### src/rtl/alu_flag_unit.sv
// Condition-flag register (Z, N, V, C) fed by the EX-stage adder, plus a
// one-cycle branch resolver that forwards flags written in the same cycle.
module alu_flag_unit #(
   parameter int WIDTH = 16,
   parameter int OPW   = 4
) (
   input  logic             clk,
   input  logic             rst_n,
   input  logic             alu_valid,
   input  logic [OPW-1:0]   alu_opcode,
   input  logic [WIDTH-1:0] alu_result,
   input  logic             alu_cout,
   input  logic             alu_ovfl,
   input  logic             stall,
   input  logic             br_valid,
   input  logic [2:0]       br_cond,
   output logic             flag_z,
   output logic             flag_n,
   output logic             flag_v,
   output logic             flag_c,
   output logic             br_done,
   output logic             br_taken
);

   localparam logic [OPW-1:0] OP_ADD = OPW'(4'b0000);
   localparam logic [OPW-1:0] OP_SUB = OPW'(4'b0001);
   localparam logic [OPW-1:0] OP_XOR = OPW'(4'b0010);
   localparam logic [OPW-1:0] OP_SLL = OPW'(4'b0100);
   localparam logic [OPW-1:0] OP_SRA = OPW'(4'b0101);
   localparam logic [OPW-1:0] OP_ROR = OPW'(4'b0110);

   function automatic logic cond_eval(input logic [2:0] cond, input logic z,
                                      input logic n, input logic v);
      logic r;
      case (cond)
         3'b000:  r = ~z;
         3'b001:  r = z;
         3'b010:  r = ~z & ~n;
         3'b011:  r = n;
         3'b100:  r = z | ~n;
         3'b101:  r = n | z;
         3'b110:  r = v;
         default: r = 1'b1;
      endcase
      return r;
   endfunction

   logic upd_all, upd_z, alu_fire;
   logic z_fwd, n_fwd, v_fwd, c_fwd, taken_fwd;

   // Flag-write decode and same-cycle forwarding into the branch resolver
   always_comb begin
      upd_all  = (alu_opcode == OP_ADD) || (alu_opcode == OP_SUB);
      upd_z    = upd_all || (alu_opcode == OP_XOR) || (alu_opcode == OP_SLL) ||
                 (alu_opcode == OP_SRA) || (alu_opcode == OP_ROR);
      alu_fire = alu_valid & ~stall;
      z_fwd    = (alu_fire && upd_z)   ? (alu_result == '0)      : flag_z;
      n_fwd    = (alu_fire && upd_all) ? alu_result[WIDTH-1]     : flag_n;
      v_fwd    = (alu_fire && upd_all) ? alu_ovfl                : flag_v;
      c_fwd    = (alu_fire && upd_all) ? alu_cout                : flag_c;
      taken_fwd = cond_eval(br_cond, z_fwd, n_fwd, v_fwd);
   end

   // Registered flags and branch response; stall freezes everything
   always_ff @(posedge clk) begin
      if (!rst_n) begin
         flag_z   <= 1'b0;
         flag_n   <= 1'b0;
         flag_v   <= 1'b0;
         flag_c   <= 1'b0;
         br_done  <= 1'b0;
         br_taken <= 1'b0;
      end else if (!stall) begin
         flag_z  <= z_fwd;
         flag_n  <= n_fwd;
         flag_v  <= v_fwd;
         flag_c  <= c_fwd;
         br_done <= br_valid;
         if (br_valid) br_taken <= taken_fwd;
      end
   end

endmodule

### config.mk
export PLATFORM = sky130hd
export DESIGN_NAME = alu_flag_unit
export DESIGN_NICKNAME = d
export VERILOG_FILES = /design/src/rtl/alu_flag_unit.sv
export SDC_FILE = /design/constraint.sdc
export NUM_CORES = 1
export LEC_CHECK = 0
export BUFFER_PORTS_ARGS = -buffer_cell sky130_fd_sc_hd__buf_4
export CAP_MARGIN = 5
export CORE_AREA = 5 5 42 44
export DETAILED_ROUTE_END_ITERATION = 8
export DIE_AREA = 0 0 47 49
export PLACE_DENSITY = 0.75
export SYNTH_ARGS = -nofsm -noshare
export SYNTH_HDL_FRONTEND = slang
export SYNTH_SLANG_ARGS = --single-unit
### constraint.sdc
create_clock -name clk -period 1.9 [get_ports clk]
set_clock_uncertainty 0.1 [all_clocks]
set_input_delay 0.38 -clock clk [delete_from_list [all_inputs] [get_ports clk]]
set_output_delay 0.38 -clock clk [all_outputs]
set_load 0.02 [all_outputs]
==> flow_summary.yaml <==
route:
  drtAntennaViolNets: 0
  drtPass1Iterations: 4
  dr_wl_met2_um: 803
  routedWlPerCell_um: 13.51
  drt-vias-per-instance: 4.980
  route.met3.wl_um: 92
  drc: 0
  routed_wl_mm: 1.365
  top_layer: "met4"
  wl_met1_um: 455
  drt_iter0_markers: 3
  vias: 503
layout:
  fillers: 153
  n_antenna_cell: 0
  fin_util_pct: 51.88
  drive_gt1_share_pct: 56.47
  final_common_cell: "buf_4"
  final_cell_mix: "buf_4 (40), dfxtp_1 (6), nor4_1 (5)"
  fin_nets: 117
  area_delta_synth_final_pct: 89.25
  layout.cells.non_filler: 101
timing:
  hold-worst-slack_ns: 0.2937
  hold_viol: 0
  drv_slew: 0
  rsz0062_at_grt: "false"
  tightest_slew_ns: 0.3105
  relSlewSlack_pct: 79.11
  fmax_ghz: 0.5667
  post-route-period-util_pct: 92.87
  setup-violations-final: 0
  period_minus_slack_ns: 1.765
  fin_ws_ns: 0.1355
  fin_setup_tns_ns: 0
clock_tree:
  cts_hold_buf: 0
  clk_latency_ns: 0.26
  clkSinkCount: 6
  htreeDepth: 1
  cts_buffers: 3
  root_buffer: "clkbuf_4"
  cts_resized: 0
  cts_setup_buffers: 0
  clock_path_buffers: 2
  tritoncts: "yes"
  clkTransAtPathRegs_ns: 0.06
critical_path:
  crit_cells: 6
  r2r_cells: 5
  cp-start-kind: "primary input"
  cp_slowest_stage_delay_ns: 0.41
  crit_path_start: "stall"
  path_delay_family: "compound AO/OA/AOI/OAI gates"
  rr_endpoint: "br_taken"
  rr_startpoint: "flag_n"
  endpoint_kind: "flop"
  crit_arrival_ns: 1.80
  crit_path_end: "br_taken"
  cp_max_fo: 3
  required_ns: 1.94
  reg2reg_slack_ns: 0.50
  slowest_stage: "or3b_4"
  timing_worst_setup_path_type: "in -> reg"
  crit_buf_inv: 1
  cp_cell_sequence: "buf_4 > or3b_4 > a21oi_2 > mux2i_1 > o311ai_1 > a211o_1"
global_routing:
  overflow: 0
  antenna_found_initial: 0
  grt_pass1_wl_mm: 2.201
  grt_max_degree: 7
  groute.usage.overall_pct: 12.91
  first_global_vias: 563
die:
  die_width_um: 47
  coreArea_um2: 1401
  start_util_pct: 27.41
  dieArea_um2: 2303
  row_count: 14
  io_pins: 36
  dieHeight_um: 49
logic_synthesis:
  ys_warn_count: 0
  synth_xor_xnor_area_share_pct: 0
  yosysUniqueCellTypes: 25
  synthSimpleGateAreaFrac_pct: 33.22
  synth_fp_nets: 72
  synth_adder_area_share_pct: 0
  syn_area_per_cell_um2: 9.146
  syn_area_um2: 384.1
  ys_seq_area_share_pct: 31.27
  yosys-mux-area-fraction_pct: 2.606
  synth_top_family_by_area: "simple AND/OR/NAND/NOR gates"
  netlist_instances: 42
  ys_seq_elements: 6
  synth_compound_gate_area_share_pct: 30.94
worst_hold_path:
  hp-class: "in -> reg"
  hold_start: "rst_n"
power:
  power_density_nw_per_um2: 497.0
  leakage_nw: 0.3494
  ir_worst_vdd_uv: 206.1
flow_run:
  max-cap-violations: 0
placed_design:
  pre_cts_slack_ns: -0.1240
  gp_congestion: 0.7973
  hpwlAfterDp_mm: 1.195
  io_buffers: 35
  dp_cells: 98
run_status:
  outcome: "complete, no violations"
-- synthesized netlist by cell type --
| master | instances | area (µm²) |
|---|---|---|
| a31oi_1 | 1 | 6.260 |
| or3b_4 | 1 | 11.26 |
| nand2_1 | 2 | 7.510 |
| a21oi_1 | 1 | 5.000 |
| nor3b_2 | 1 | 12.51 |
| a21boi_0 | 1 | 7.510 |
| a21oi_2 | 1 | 8.760 |
| nand3_1 | 2 | 10.01 |
| o2111a_1 | 1 | 11.26 |
| a211o_1 | 1 | 8.760 |
| nor2_1 | 3 | 11.26 |
| and2b_4 | 1 | 10.01 |
| a21boi_1 | 2 | 15.01 |
| o221ai_1 | 1 | 8.760 |
| o211a_1 | 1 | 10.01 |
| and4_1 | 1 | 8.760 |
| o311ai_1 | 1 | 8.760 |
| dfxtp_1 | 6 | 120.1 |
| nor4_1 | 5 | 31.28 |
| and3_1 | 1 | 6.260 |
| o31ai_4 | 1 | 21.27 |
| o21a_1 | 1 | 7.510 |
| inv_1 | 2 | 7.510 |
| nor2b_1 | 3 | 18.77 |
| mux2i_1 | 1 | 10.01 |
-- metrics by stage --
stage	cell area (µm²)	total power, mW
3_5_place_dp	704.4	0.2359
2_1_floorplan	384.1	0.1653
6_report	726.9	0.3613
3_3_place_gp	704.4	0.2331
4_1_cts	726.9	0.3608
5_1_grt	726.9	0.3785
-- worst min path at each step --
| stage | end | slack [ns] | depth (start not counted) |
|---|---|---|---|
| global placement | flag_c | 0.34 | 2 |
| detailed placement | flag_c | 0.35 | 2 |
| CTS | br_done | 0.30 | 2 |
| global route | flag_c | 0.29 | 3 |
| floorplan | br_done | 0.41 | 1 |
| finish | flag_n | 0.29 | 2 |
-- per-layer routing --
metal	vias to the layer above	GRT usage (%)
li1	257	-
met1	227	13.69
met2	17	23.30
met3	2	3.321
met4	0	4.147
met5	-	0
-- power breakdown --
part / leakage [nW] / switching (mW) / internal (mW)
sequential: 0.0488 / 0.00243 / 0.131
clock: 0.0138 / 0.0564 / 0.0722
combinational: 0.287 / 0.0371 / 0.0625
total: 0.349 / 0.0959 / 0.265
-- area by class of cell --
| type | count | area, µm² | area share, % |
|---|---|---|---|
| repair buffers | 40 | 300.3 | 41.31 |
| multi-input cells | 34 | 256.5 | 35.28 |
| flip-flops and latches | 6 | 120.1 | 16.52 |
| clock buffers | 3 | 22.52 | 3.098 |
| well taps | 16 | 20.02 | 2.754 |
| inverters | 2 | 7.507 | 1.033 |
-- flip-flops by register name (all words and copies together), names as in the netlist --
name and flops:
br_done 1, br_taken 1, flag_c 1, flag_n 1
flag_v 1, flag_z 1
-- logic make-up after synthesis --
kind of cell           Yosys count
and+or+nand+nor                 20
AOI/OAI and AO/OA               13
DFF                              6
buffers and inverters            2
muxes                            1
Note: power is estimated with default switching activity, not from simulation.
